`src/rtl/seg7_pkg.sv`:
```
// Shared definitions for the seven-segment scan driver: segment bit order,
// blank pattern and the active-low hex glyph table.
package seg7_pkg;

  // Segment bus is {g,f,e,d,c,b,a}, so segment a is bit 0.
  typedef enum logic [2:0] {
    SEG_A = 3'd0,
    SEG_B = 3'd1,
    SEG_C = 3'd2,
    SEG_D = 3'd3,
    SEG_E = 3'd4,
    SEG_F = 3'd5,
    SEG_G = 3'd6
  } seg_bit_e;

  typedef logic [6:0] seg_t;

  localparam seg_t SEG_OFF = 7'h7F;

  localparam seg_t HEX_PATTERN [16] = '{
    7'h40, 7'h79, 7'h24, 7'h30,
    7'h19, 7'h12, 7'h02, 7'h78,
    7'h00, 7'h10, 7'h08, 7'h03,
    7'h46, 7'h21, 7'h06, 7'h0E
  };

endpackage

```
`src/rtl/seg7_hex_decode.sv`:
```
// Combinational hex digit to active-low seven-segment pattern lookup.
module seg7_hex_decode
  import seg7_pkg::*;
(
  input  logic [3:0] value,
  output seg_t       seg
);

  assign seg = HEX_PATTERN[value];

endmodule

```
`src/rtl/seg7_scan_driver.sv`:
```
// Time-multiplexed seven-segment driver with double-buffered loading, blanking,
// decimal points and anode dead time. Optional: LEADING_ZERO_BLANK_EN.
module seg7_scan_driver
  import seg7_pkg::*;
#(
  parameter int NUM_DIGITS = 4,
  parameter int PRESCALE   = 16
) (
  input  logic                      clock,
  input  logic                      reset,
  input  logic [4*NUM_DIGITS-1:0]   digits,
  input  logic [NUM_DIGITS-1:0]     dp,
  input  logic [NUM_DIGITS-1:0]     blank,
  input  logic                      load,
  output logic [6:0]                seg,
  output logic                      seg_dp,
  output logic [NUM_DIGITS-1:0]     an,
  output logic                      frame
);

  localparam int CNT_W = (PRESCALE > 1) ? $clog2(PRESCALE) : 1;
  localparam int IDX_W = (NUM_DIGITS > 1) ? $clog2(NUM_DIGITS) : 1;
  localparam logic [CNT_W-1:0] CNT_MAX = CNT_W'(PRESCALE - 1);
  localparam logic [IDX_W-1:0] IDX_MAX = IDX_W'(NUM_DIGITS - 1);

  logic [CNT_W-1:0]          cnt;
  logic [IDX_W-1:0]          idx;
  logic [4*NUM_DIGITS-1:0]   pend_digits;
  logic [NUM_DIGITS-1:0]     pend_dp;
  logic [NUM_DIGITS-1:0]     pend_blank;
  logic                      pend_valid;
  logic [4*NUM_DIGITS-1:0]   act_digits;
  logic [NUM_DIGITS-1:0]     act_dp;
  logic [NUM_DIGITS-1:0]     act_blank;
  logic [NUM_DIGITS-1:0]     auto_blank;

  logic                      slot_end;
  logic                      wrap;
  logic                      commit;
  logic [4*NUM_DIGITS-1:0]   upd_digits;
  logic [NUM_DIGITS-1:0]     upd_dp;
  logic [NUM_DIGITS-1:0]     upd_blank;

  logic [3:0]                cur_digit;
  seg_t                      cur_pattern;
  logic [6:0]                seg_next;
  logic                      seg_dp_next;
  logic [NUM_DIGITS-1:0]     an_next;

  assign slot_end = (cnt == CNT_MAX);
  assign wrap     = slot_end && (idx == IDX_MAX);
  assign commit   = wrap && (load || pend_valid);

  // A load on the wrap cycle itself bypasses the pending buffer.
  assign upd_digits = load ? digits : pend_digits;
  assign upd_dp     = load ? dp     : pend_dp;
  assign upd_blank  = load ? blank  : pend_blank;

  always_ff @(posedge clock) begin
    if (reset) begin
      cnt         <= '0;
      idx         <= '0;
      pend_digits <= '0;
      pend_dp     <= '0;
      pend_blank  <= '0;
      pend_valid  <= 1'b0;
      act_digits  <= '0;
      act_dp      <= '0;
      act_blank   <= '0;
    end else begin
      cnt <= slot_end ? '0 : cnt + 1'b1;
      if (slot_end) begin
        idx <= (idx == IDX_MAX) ? '0 : idx + 1'b1;
      end
      if (wrap) begin
        pend_valid <= 1'b0;
        if (commit) begin
          act_digits <= upd_digits;
          act_dp     <= upd_dp;
          act_blank  <= upd_blank;
        end
      end else if (load) begin
        pend_digits <= digits;
        pend_dp     <= dp;
        pend_blank  <= blank;
        pend_valid  <= 1'b1;
      end
    end
  end

`ifdef LEADING_ZERO_BLANK_EN
  logic [NUM_DIGITS-1:0] lz_next;
  logic                  seen_nonzero;

  // Digits above the most significant nonzero digit are suppressed; digit 0 never is.
  always_comb begin
    lz_next      = '0;
    seen_nonzero = 1'b0;
    for (int i = NUM_DIGITS - 1; i >= 1; i--) begin
      if (upd_digits[4*i +: 4] != 4'h0) begin
        seen_nonzero = 1'b1;
      end
      lz_next[i] = ~seen_nonzero;
    end
  end

  always_ff @(posedge clock) begin
    if (reset) begin
      auto_blank <= '0;
    end else if (commit) begin
      auto_blank <= lz_next;
    end
  end
`else
  assign auto_blank = '0;
`endif

  assign cur_digit = act_digits[4*int'(idx) +: 4];

  seg7_hex_decode u_decode (
    .value (cur_digit),
    .seg   (cur_pattern)
  );

  always_comb begin
    seg_next    = cur_pattern;
    seg_dp_next = ~act_dp[idx];
    an_next     = '1;
    if (act_blank[idx] || auto_blank[idx]) begin
      seg_next = SEG_OFF;
    end
    if (act_blank[idx]) begin
      seg_dp_next = 1'b1;
    end
    // The first cycle of every slot keeps all anodes off to avoid ghosting.
    if (cnt != '0) begin
      an_next[idx] = 1'b0;
    end
  end

  always_ff @(posedge clock) begin
    if (reset) begin
      seg    <= SEG_OFF;
      seg_dp <= 1'b1;
      an     <= '1;
      frame  <= 1'b0;
    end else begin
      seg    <= seg_next;
      seg_dp <= seg_dp_next;
      an     <= an_next;
      frame  <= wrap;
    end
  end

endmodule

```
`config.mk`:
```
export PLATFORM = sky130hd
export DESIGN_NAME = seg7_scan_driver
export DESIGN_NICKNAME = d
export VERILOG_FILES = /design/src/rtl/seg7_pkg.sv /design/src/rtl/seg7_hex_decode.sv /design/src/rtl/seg7_scan_driver.sv
export SDC_FILE = /design/constraint.sdc
export NUM_CORES = 1
export LEC_CHECK = 0
export BUFFER_PORTS_ARGS = -buffer_cell sky130_fd_sc_hd__buf_2
export CAP_MARGIN = 10
export CORE_MARGIN = 10
export CORE_UTILIZATION = 52
export DETAILED_ROUTE_END_ITERATION = 6
export PLACE_DENSITY = 0.76
export SYNTH_ARGS = -nofsm -noshare
export SYNTH_HDL_FRONTEND = slang
export SYNTH_HIERARCHICAL = 1
export SYNTH_SLANG_ARGS = --single-unit
```
`constraint.sdc`:
```
create_clock -name clock -period 2.3 [get_ports clock]
set_input_delay 0.23 -clock clock [delete_from_list [all_inputs] [get_ports clock]]
set_output_delay 0.23 -clock clock [all_outputs]
set_load 0.005 [all_outputs]
```
Word-level counts from Yosys, hierarchy flattened. Memory sizes are Yosys's and may differ from the RTL's. A register that Yosys moved wholly into a read port is not among the register bits. Cells that the tools add are included.

Order comparisons: 2. Eq/ne operators: 2. $add $sub $neg: 2. Shift-type cells: 1. Reductions and logical operators: 12. Bitwise gates (word level): 4. Muxes and demuxes: 12.

Operators by type and width (number): two-way mux 16 bit (1); variable part select 16 x 5 -> 4 bit (1); OR reduction 2 bit (5); two-way mux 4 bit (2); binary-select mux 1 bit (select 2 bit) (3); inverter 4 -> 5 bit (1); adder 4 x 1 -> 4 bit, second input constant (1); == test 4 bit, second input constant (1); two-way mux 1 bit (4); inverter 4 bit (1); nonzero test 4 bit (1); logical AND 1 bit (3); less-than comparator 2 x 3 -> 1 bit, second input constant (1); adder 2 x 1 -> 2 bit, second input constant (1); demux 1 bit (select 2 bit) (1); == test 2 bit, second input constant (1); >= comparator 2 x 1 -> 1 bit, second input constant (1); logical OR 1 bit (2); two-way mux 2 bit (1); inverter 1 bit (2); AND reduction 2 bit (1).

Memories kept: 1. Bits of input ports: 27. Word-level logic and storage cells: 48. Output and inout bits: 13. Register bits after elaboration: 61. Bits in read-only memories: 112.

Memory list: (no name shown) (depth 16, bits a word 7, read ports 1, clocked after Yosys merged registers in 1, wr ports 0, RTL line seg7_hex_decode.sv:9) `assign seg = HEX_PATTERN[value];`.

Logic depth before layout (Yosys ltp). Gate-level depths: netlist of the first run.

Depth after elaboration: 5. Mapped depth: 8. Mapped depth without buffers: 7.

Cells and area by module. The synthesis of the first run kept the hierarchy.

By module, submodules not included: seg7_scan_driver (instances 1, area each 2819.0 um^2, sequential area each 1361.3 um^2, cells an instance 242); seg7_hex_decode (instances 1, area each 274.0 um^2, sequential area each 0.0 um^2, cells an instance 33).

Least setup slack after synthesis of the first run. No wires, ideal clock.

Path type: register to register. Start point: register idx[0]. End point: register seg[3]. Data required time: 2.173 ns. Setup time: 0.127 ns. Slack: -0.085 ns. Clock period less this slack: 2.385 ns. Buffers on the path: 1. Stages on the path, launching flop included: 8. Arrival: 2.258 ns. Cells stage by stage: dfxtp_1 -> buf_6 -> mux4_1 -> inv_1 -> ha_1 -> inv_1 -> mux4_1 -> or3_1.

Elaborated cells on any way between the ends: 8. Those cells by class: 1 x shift; 4 x mux; 1 x bitwise; 2 x reduce/logical.

RTL lines: start, declared (RTL line seg7_scan_driver.sv:27) `logic [IDX_W-1:0] idx;`; start signal, assigned (RTL line seg7_scan_driver.sv:73) `idx <= (idx == IDX_MAX) ? '0 : idx + 1'b1;`; variable part select 16 x 5 -> 4 bit (RTL line seg7_scan_driver.sv:118) `assign cur_digit = act_digits[4*int'(idx) +: 4];`; named net cur_digit[0] (RTL line seg7_scan_driver.sv:44) `logic [3:0] cur_digit;`; inverter 4 -> 5 bit (not written as such) (RTL line seg7_hex_decode.sv:9); end, declared (RTL line seg7_scan_driver.sv:15) `output logic [6:0] seg,`.

The timed path passes the listed nets, and every way through them passes these cells. The select of a mux whose other input is x is not followed. A chain may end at the register's enable or synchronous reset.

Worst setup path in the final report of the first run.
Start point: register idx[1]. End point: register seg[3].

Same word-level chain as after synthesis.

==> summary.md, run 1 <==
| Metric | Value |
|---|---|
| Run status | completed |
| Port-buffer cells | 39 |
| Power per unit of standard cell area | 641 nW/um^2 |
| Source-to-sink clock delay at the later pin of the worst-skew pair | about 0.34 ns |
| Sort of element at the start of the critical path | flop |
| Launch point of the worst path | idx[1] |
| Cell type contributing the most total cell area after synthesis | dfxtp_1 |
| Total of endpoints with negative setup slack in the final report | 0 |
| Highest fanout seen on the critical path | 7 |
| Detailed-route via count | 2,268 |
| Register bit total from synthesis | 68 |
| Post-synthesis net count | approximately 320 |
| Starting density of the core | 52.9% |
| Critical Path End Type | flop |
| Slew margin rel. | between 60 and 70% |
| Global route total overflow | 0 |
| Worst setup path endpoint | seg[3] |
| Final weighted congestion of routability-driven global placement | between 0.8 and 0.9 |
| Hold Violations, Final | 0 |
| Number of global-route vias before repair | 2,253 |
| Die extent in x | 97.1 microns |
| CTS sink count | just under 70 |
| Total Wirelength | between 6 and 7 mm |
| Startpoint of the worst register-to-register path | idx[1] |
| Number of standard cells after synthesis | ~280 |
| Number of enable-type register cells in the synthesized netlist | 0 |
| Wire length of the first global-routing pass | between 10 and 15 mm |
| Detail Route Antenna Nets | 0 |
| Number of antenna violations at the first check in global routing | 0 |
| Die Area | 9430 sq um |
| WP data required | between 2 and 3 ns |
| Maximum operating frequency | 456 MHz |
| Fraction of layout instances using a drive strength above 1 | about 30% |
| Kind of path behind the tightest hold check | input pin to flop |
| Layout overhead on the synthesized area | 14.2% |
| Max Transition Viols Final | 0 |
| DRC marker count from the first detailed-route iteration | 158 |
| Clock buffers created by TritonCTS | 9 |
| Crit path arrival time | roughly 2.4 ns |
| Reg-to-reg critical path endpoint | seg[3] |
| Critical path type | flop to flop |
| I/O pins | 40 |
| Max Cap Viol | 0 |
| Quantity of hold-fixing buffers added after cts | 0 |
| Filler cells | 476 |
| Synthesized area | about 3100 sq um |
| Leakage component of the power | between 1 and 1.5 nW |
| HPWL after detailed placement | ~4.5 mm |
| Synth Flop Type | dfxtp_1 |
| Post-placement cell area | ~3300 sq um |
| H-tree depth | 3 |
| Final standard cell area without fillers | 3530 sq um |
| Largest net degree at the start of global routing | 43 |
| RSZ-0062 raised after global routing | false |
| Number of placement rows | 28 |
| Share of Yosys cell area claimed by the top area cell type | 44.0% |
| Pre-CTS setup slack | -0.0190 ns |
| Antenna cell count | 0 |
| Number of nets in the final layout | 359 |
| Fraction of the yosys area taken by sequential cells | 44.0% |
| Global Route Usage Sum | between 10 and 15% |
| Time the worst path needs with I/O delays and setup | 2.19 ns |
| Min setup slack post-route | 0.108 ns |
| Worst-path clk slew | roughly 0.07 ns |
| Number of design rule violations left after detail routing | 0 |
| Synth Area per Inst | 11.2 sq um |
| Ys async rst share | 0% |
| Bufs on Longest Clock Path | 2 |
| Top post-synthesis cells by area | dfxtp_1 (44%), mux2i_1 (8.7%), a211oi_2 (8.1%) |
| Worst-margin pin slew | 0.566 ns |
| TritonCTS clock tree | built |
| Final routed wire length divided by cell count | about 16 microns |
| Core region area | roughly 6000 sq um |
| Post-route clock period utilization | a little over nine tenths |
| DR vias/cell | between 5 and 6 |
| Most frequent standard cell in the layout excluding fill and tap cells | dfxtp_1 |
| Number of unique standard cell types used by synthesis | 37 |
| Root buffer selected by CTS | clkbuf_8 |
| Number of warnings reported in the yosys synthesis log | 6 |
| Height of the die | a little under 100 microns |
| Max VDD drop | between 0.4 and 0.5 mV |
| Largest clock skew in the final design | 0.00585 ns |
| Cell count of the worst reg-to-reg path | 6 |
| Leading cell types in the layout, fill and taps excluded | dfxtp_1 (67), buf_2 (39), a21oi_1 (30) |
| Number of detailed-route iterations in the first pass | 4 |
| FF-to-FF setup slack | about 0.11 ns |
-- where the power goes --
group	internal (mW)	leakage [nW]	switching (mW)
clock	0.442	0.0893	0.419
combinational	0.0779	0.769	0.0901
sequential	1.21	0.557	0.0195
total	1.73	1.41	0.529
-- critical path: stages, from the launching register on --
cell,delay (ns)
dfxtp_1,0.48
mux4_2,0.32
inv_1,0.07
buf_4,0.15
ha_1,0.20
mux4_1,0.50
or3_1,0.35
-- state kept, by name, indices dropped and copies added (netlist names) --
name         cells
act_digits      16
pend_digits     16
seg              7
act_blank        4
act_dp           4
an               4
cnt              4
pend_blank       4
pend_dp          4
idx              2
frame            1
pend_valid       1
seg_dp           1
-- routing by layer --
layer	share of wire [%]	GRT usage, %	routed length (microns)	up-vias
li1	-	-	-	1110
met1	49	18.2	3170	1103
met2	46	21.1	2970	45
met3	3.9	3.56	256	10
met4	2.0	7.72	133	0
met5	0	0	0	-
-- stage by stage --
stage,instances,TNS [ns],util (%),hold WS (ns),power (mW)
after floorplan,275,0,-,0.334,1.37
after global placement,382,0,57.2,0.455,1.42
after detailed placement,382,-0.0190,57.2,0.456,1.43
after CTS,398,0,60.2,0.108,2.28
after global routing,398,0,60.4,0.115,2.34
final,398,0,60.4,0.119,2.26
-- Yosys cell counts (2+ instances only) --
library cell	n
a211oi_1	4
mux2i_1	27
a22o_1	25
clkbuf_1	5
nor3_1	2
o21ai_0	2
nand2b_1	2
nand3_1	2
buf_6	6
nor2_1	8
buf_2	9
a21oi_1	30
nand2_1	10
mux4_1	6
ha_1	13
inv_1	10
or3_1	7
buf_4	2
dfxtp_1	68
a211oi_2	20
-- kinds of logic after synthesis --
logic type	synth area share, %
multiplexers	15.0
adder cells (fa/ha/maj)	5.26
XOR/XNOR	0.283
buffers and inverters	6.07
AND/OR/NAND/NOR	6.68
AO/OA/AOI/OAI	22.7
flip-flops	44.0
-- final cells by class --
class | count | area, sq um | area share, %
Clock buffer | 13 | 159 | 4.50
Timing Repair Buffer | 56 | 323 | 9.14
Sequential cell | 68 | 1370 | 38.7
Inverter | 10 | 37.5 | 1.06
Multi-Input combinational cell | 174 | 1540 | 43.7
Clock inverter | 2 | 10.0 | 0.283
Tap cell | 75 | 93.8 | 2.66
-- worst min path at each step --
stage                               from              end  slack [ns]  cells after the start
after floorplan                    reset           seg[6]        0.33                      1
after global placement     pend_blank[2]    pend_blank[2]        0.46                      1
after detailed placement  pend_digits[1]   pend_digits[1]        0.46                      1
after CTS                     digits[12]  pend_digits[12]        0.11                      2
after global routing               dp[0]       pend_dp[0]        0.11                      2
final                          digits[8]   pend_digits[8]        0.12                      2
-- repair_timing --
action / CTS / global route
gates resized for setup: 1 / 2
setup endpoints to repair: 1 / 13
setup buffers: 1 / 0
endpoints found under the hold margin: 0 / 0
(Power assumes the default switching activity.)
==> inputs of run 2 (changes only) <==
--- a/config.mk
+++ b/config.mk
@@ -5,12 +5,13 @@
 export SDC_FILE = /design/constraint.sdc
 export NUM_CORES = 1
 export LEC_CHECK = 0
+export ABC_AREA = 1
 export BUFFER_PORTS_ARGS = -buffer_cell sky130_fd_sc_hd__buf_2
 export CAP_MARGIN = 10
 export CORE_MARGIN = 10
 export CORE_UTILIZATION = 52
 export DETAILED_ROUTE_END_ITERATION = 6
-export PLACE_DENSITY = 0.76
+export PLACE_DENSITY = 0.75
 export SYNTH_ARGS = -nofsm -noshare
 export SYNTH_HDL_FRONTEND = slang
 export SYNTH_HIERARCHICAL = 1
==> constraint.sdc (replaced) <==
create_clock -name clock -period 2 [get_ports clock]
set_input_delay 0.2 -clock clock [delete_from_list [all_inputs] [get_ports clock]]
set_output_delay 0.2 -clock clock [all_outputs]
set_load 0.005 [all_outputs]
==> summary.md, run 2 <==
| Metric | Value |
|---|---|
| Slew margin rel. | between 60% and 70% |
| Die Area | a little over 10,000 sq um |
| WP data required | approximately 2.2 ns |
| Antenna cell count | 0 |
| Post-synthesis net count | ~540 |
| Global route total overflow | 0 |
| CTS sink count | 68 |
| Leakage component of the power | between 1.5 and 2 nW |
| Max Cap Viol | 0 |
| Bufs on Longest Clock Path | 2 |
| Startpoint of the worst register-to-register path | idx[1] |
| Total of endpoints with negative setup slack in the final report | 0 |
| I/O pins | 40 |
| Net switching component of the power | 670 uW |
| Synth Area per Inst | roughly 6.8 sq um |
| Detailed-route via count | 3,081 |
| Height of the die | 101 microns |
| Core region area | approximately 6300 sq um |
| Final routed wire length divided by cell count | between 10 and 15 microns |
| Top post-synthesis cells by area | dfxtp_1 (40%), nand2_1 (15%), inv_1 (7.8%) |
| HPWL after detailed placement | around 5.3 mm |
| Crit path arrival time | ~2 ns |
| Clock buffers created by TritonCTS | 9 |
| Hold Violations, Final | 0 |
| Starting density of the core | between 50% and 60% |
| Count leader, synth | nand2_1 |
| # Post-CTS Setup Buffers | 0 |
| Cell type contributing the most total cell area after synthesis | dfxtp_1 |
| Synthesized area | approximately 3400 sq um |
| Worst setup path endpoint | seg[0] |
| Maximum operating frequency | around 570 MHz |
| Ys async rst share | 0% |
| Post-placement cell area | about 3600 sq um |
| Quantity of hold-fixing buffers added after cts | 0 |
| Internal cell power | about 2.0 mW |
| Post-route clock period utilization | just under 90% |
| Final Core Density | about three fifths |
| Time the worst path needs with I/O delays and setup | between 1.5 and 2 ns |
| Number of enable-type register cells in the synthesized netlist | 0 |
| Fraction of layout instances using a drive strength above 1 | 13.5% |
| Cell count of the worst reg-to-reg path | 11 |
| Resize count post-CTS | 0 |
| Number of antenna violations at the first check in global routing | 0 |
| RSZ-0062 raised after global routing | false |
| Number of design rule violations left after detail routing | 0 |
| Final sum of negative setup slack | 0 ns |
| Sw Ratio | 25.3% |
| Source-to-sink clock delay at the later pin of the worst-skew pair | roughly 0.34 ns |
| Highest fanout seen on the critical path | 9 |
| Root buffer selected by CTS | clkbuf_8 |
| Sort of element at the start of the critical path | flop |
| Max VDD drop | around 0.42 mV |
| Worst-path clk slew | approximately 0.070 ns |
| Pre-CTS setup slack | approximately 0.29 ns |
| TritonCTS clock tree | built |
| Portion of total power attributed to combinational logic | approximately a tenth |
| Largest net degree at the start of global routing | 29 |
| Number of detailed-route iterations in the first pass | 4 |
| DR vias/cell | approximately 5 |
| Min setup slack post-route | 0.248 ns |
| Number of unique standard cell types used by synthesis | 26 |
| Critical path type | flop to flop |
| Largest clock skew in the final design | a little over 0.008 ns |
| Total Wirelength | ~7.2 mm |
| Kind of path behind the tightest hold check | input pin to flop |
| Run status | completed |
| Number of placement rows | 29 |
| Filler cells | around 600 |
| DRC marker count from the first detailed-route iteration | 162 |
| Cell total after placement | approximately 600 |
| Final std cells w/o fill | between 600 and 700 |
| Port-buffer cells | 39 |
| Final standard cell area without fillers | roughly 3800 sq um |
| H-tree depth | 3 |
| Leading cell types in the layout, fill and taps excluded | nand2_1 (139), inv_1 (70), dfxtp_1 (68) |
| Die extent in x | approximately 100 microns |
| Share of Yosys cell area claimed by the top area cell type | roughly two fifths |
| Reg-to-reg critical path endpoint | seg[0] |
| FF-to-FF setup slack | approximately 0.25 ns |
| Number of standard cells after synthesis | 496 |
| Wire length of the first global-routing pass | 13.0 mm |
| Detail Route Antenna Nets | 0 |
| Cell count of the worst hold path | 2 |
| Global Route Usage Sum | ~15% |
| Launch point of the worst path | idx[1] |
| Final weighted congestion of routability-driven global placement | approximately 0.81 |
| Number of global-route vias before repair | approximately 3.1k |
| Critical Path End Type | flop |
| Synth Flop Type | dfxtp_1 |
| Power per unit of standard cell area | ~700 nW/um^2 |
| Seq pwr share | approximately 54% |
| Worst-margin pin slew | 0.500 ns |
| Clock share of power | around 37% |
| Registers with the highest flip-flop counts | act_digits x16, pend_digits x16, seg x7 |
| Most frequent standard cell in the layout excluding fill and tap cells | nand2_1 |
| Layout overhead on the synthesized area | 12.6% |
| Number of warnings reported in the yosys synthesis log | 6 |
| Fraction of the yosys area taken by sequential cells | between 40% and 50% |
| Max Transition Viols Final | 0 |
| Number of nets in the final layout | ~580 |
| Register bit total from synthesis | just under 70 |
| Commonest cells in the synthesized netlist | nand2_1 (139), inv_1 (70), dfxtp_1 (68) |
-- run 2: power by group through the flow --
stage,combinational (mW),sequential (mW),clock (mW)
after floorplan,0.176,1.45,0
after global placement,0.241,1.45,0
after detailed placement,0.250,1.45,0
after CTS,0.251,1.42,1.01
after global routing,0.289,1.42,1.06
final,0.248,1.42,0.981
-- run 2: kinds of logic (layout without fill, tap and decap cells) --
kind of cell,count (synthesis),after routing,share of synthesized area [%]
compound gates,46,46,7.08
fa+ha+maj,13,13,4.82
simple gates,270,270,34.9
buf+inv,97,141,12.4
flops,68,68,40.3
xor+xnor,2,2,0.519
-- run 2: metal layers --
metal  wire, microns  share of wire, %  GRT usage, %  vias up
met5               0                 0             0        -
met4             117               1.6          6.41        0
met3             387               5.4          5.01        9
met2            3270                45          24.5       70
met1            3410                47          18.2     1368
li1                -                 -             -     1634
-- run 2: area by class of cell --
| class | instances | area [sq um] | area share (%) |
|---|---|---|---|
| Inverter | 72 | 270 | 7.11 |
| Multi-Input combinational cell | 331 | 1600 | 42.0 |
| Sequential cell | 68 | 1360 | 35.8 |
| Clock buffer | 14 | 153 | 4.02 |
| Clock inverter | 2 | 10.0 | 0.263 |
| Tap cell | 77 | 96.3 | 2.53 |
| Timing Repair Buffer | 53 | 313 | 8.23 |
-- run 2: worst max-delay path: stages, from the launching register on --
cell and delay [ns]:
dfxtp_1 0.39, inv_1 0.23, o21ai_0 0.13, o22ai_1 0.17
inv_1 0.14, ha_1 0.22, inv_1 0.09, nand2_1 0.07
nand3_1 0.08, nand2_1 0.05, inv_1 0.04, nand2_1 0.04
-- run 2: stage by stage --
| step | hold slack (ns) | power [mW] |
|---|---|---|
| final | 0.0643 | 2.65 |
| after global routing | 0.0641 | 2.78 |
| after detailed placement | 0.420 | 1.70 |
| after global placement | 0.415 | 1.69 |
| after CTS | 0.0528 | 2.68 |
| after floorplan | 0.272 | 1.62 |
-- run 2: how the worst min path moves through the flow --
stage	start	end	slack (ns)
2_1_floorplan	reset	cnt[2]	0.27
3_3_place_gp	reset	cnt[2]	0.42
3_5_place_dp	reset	cnt[2]	0.42
4_1_cts	reset	cnt[2]	0.05
5_1_grt	reset	cnt[2]	0.06
6_report	reset	cnt[2]	0.06
==> inputs of run 3 (changes only) <==
--- a/config.mk
+++ b/config.mk
@@ -11,6 +11,7 @@
 export CORE_MARGIN = 10
 export CORE_UTILIZATION = 52
 export DETAILED_ROUTE_END_ITERATION = 6
+export HOLD_SLACK_MARGIN = 0.12
 export PLACE_DENSITY = 0.75
 export SYNTH_ARGS = -nofsm -noshare
 export SYNTH_HDL_FRONTEND = slang
==> summary.md, run 3 (synthesized netlist as in run 2, its figures left out) <==
| Metric | Value |
|---|---|
| Final sum of negative setup slack | 0 ns |
| Reg-to-reg critical path endpoint | seg[0] |
| Highest fanout seen on the critical path | 9 |
| Source-to-sink clock delay at the later pin of the worst-skew pair | about 0.34 ns |
| Final weighted congestion of routability-driven global placement | around 0.81 |
| Fraction of layout instances using a drive strength above 1 | between 10% and 20% |
| Post-route clock period utilization | 87.6% |
| I/O pins | 40 |
| Max VDD drop | roughly 0.42 mV |
| Die Area | between 10,000 and 15,000 sq um |
| Height of the die | 101 microns |
| Registers with the highest flip-flop counts | act_digits x16, pend_digits x16, seg x7 |
| Min-Delay Endpoint | pend_valid |
| Antenna cell count | 0 |
| FF-to-FF setup slack | roughly 0.25 ns |
| Wire length of the first global-routing pass | between 10 and 15 mm |
| Crit path arrival time | slightly below 2 ns |
| HPWL after detailed placement | 5.26 mm |
| Sort of element at the start of the critical path | flop |
| Largest net degree at the start of global routing | 29 |
| Die extent in x | just over 100 microns |
| Total of endpoints with negative setup slack in the final report | 0 |
| Largest clock skew in the final design | around 0.0085 ns |
| TritonCTS clock tree | built |
| Time the worst path needs with I/O delays and setup | 1.75 ns |
| RSZ-0062 raised after global routing | false |
| Worst-margin pin slew | ~0.5 ns |
| Worst-path clk slew | around 0.070 ns |
| Post-placement cell area | between 3000 and 4000 sq um |
| Number of detailed-route iterations in the first pass | 5 |
| WP data required | between 2 and 2.5 ns |
| Total Wirelength | 7.18 mm |
| Layout overhead on the synthesized area | 12.9% |
| Resize count post-CTS | 0 |
| Number of design rule violations left after detail routing | 0 |
| Global Route Usage Sum | about 15% |
| Max Transition Viols Final | 0 |
| Quantity of hold-fixing buffers added after cts | 1 |
| Pwr Total | 2.65 mW |
| Leakage component of the power | roughly 1.9 nW |
| Run status | completed |
| Number of placement rows | 29 |
| Starting density of the core | between 50% and 60% |
| Critical Path End Type | flop |
| Final standard cell area without fillers | roughly 3800 sq um |
| Kind of path behind the tightest hold check | input pin to flop |
| Final Core Density | 60.4% |
| DRC marker count from the first detailed-route iteration | between 150 and 200 |
| Hold Violations, Final | 0 |
| Number of nets in the final layout | 576 |
| Power per unit of standard cell area | between 600 and 700 nW/um^2 |
| Final std cells w/o fill | roughly 620 |
| Cell total after placement | ~600 |
| H-tree depth | 3 |
| DR vias/cell | 4.96 |
| CTS sink count | about 70 |
| Max Cap Viol | 0 |
| Slew margin rel. | between 60% and 70% |
| Number of global-route vias before repair | around 3.1k |
| Critical path type | flop to flop |
| Bufs on Longest Clock Path | 2 |
| Port-buffer cells | 39 |
| Global route total overflow | 0 |
| Root buffer selected by CTS | clkbuf_8 |
| Core region area | 6310 sq um |
| Final routed wire length divided by cell count | 11.6 microns |
| Maximum operating frequency | 571 MHz |
| Detailed-route via count | 3,067 |
| Startpoint of the worst register-to-register path | idx[1] |
| Most frequent standard cell in the layout excluding fill and tap cells | nand2_1 |
| Number of antenna violations at the first check in global routing | 0 |
| Cell count of the worst hold path | 3 |
| Detail Route Antenna Nets | 0 |
| Leading cell types in the layout, fill and taps excluded | nand2_1 (139), inv_1 (70), dfxtp_1 (68) |
| Filler cells | about 620 |
| Cell count of the worst reg-to-reg path | 11 |
| Worst hold path startpoint | load |
| # Post-CTS Setup Buffers | 0 |
| Clock buffers created by TritonCTS | 9 |
run 3: cell count changes in the layout (fill, tap and decap cells not counted), sizes merged:
cell and delta:
dlygate4sd3 +1
run 3: per-layer routing:
metal | global-route usage [%] | wire [microns] | up-vias
li1 | - | - | 1637
met1 | 18.3 | 3450 | 1361
met2 | 24.4 | 3260 | 60
met3 | 5.01 | 353 | 9
met4 | 6.41 | 114 | 0
met5 | 0 | 0 | -
run 3: area by class of cell:
type	count	area (sq um)	area share (%)
clock buffer	14	153	4.01
clock inverter	2	10.0	0.263
inverter	72	270	7.09
multi-input combinational	331	1600	41.9
sequential	68	1360	35.7
tap	77	96.3	2.53
timing repair buffer	54	323	8.47
run 3: per-stage QoR:
step / hold slack [ns] / setup slack [ns]
6_report: 0.160 / 0.248
5_1_grt: 0.165 / 0.0452
4_1_cts: 0.154 / 0.272
3_5_place_dp: 0.420 / 0.287
3_3_place_gp: 0.415 / 0.351
2_1_floorplan: 0.272 / 0.0132
run 3: where the power goes:
part | switching, mW | internal (mW) | total [mW]
registers | 0.0175 | 1.40 | 1.42
logic | 0.154 | 0.0956 | 0.250
clock network | 0.496 | 0.482 | 0.978
total | 0.667 | 1.98 | 2.65
run 3: worst max path at each step:
stage	startpoint	endpoint	depth (start not counted)
after floorplan	idx[0]	seg[3]	11
after global placement	idx[1]	seg[3]	10
after detailed placement	idx[1]	seg[0]	11
after CTS	idx[1]	seg[0]	11
after global routing	idx[1]	seg[3]	11
final	idx[1]	seg[0]	11
run 3: worst max-delay path, cell delays in order, from the launching register on:
cell and delay, ns:
dfxtp_1 0.38, inv_1 0.23, o21ai_0 0.13, o22ai_1 0.17
inv_1 0.14, ha_1 0.22, inv_1 0.09, nand2_1 0.07
nand3_1 0.08, nand2_1 0.05, inv_1 0.04, nand2_1 0.04
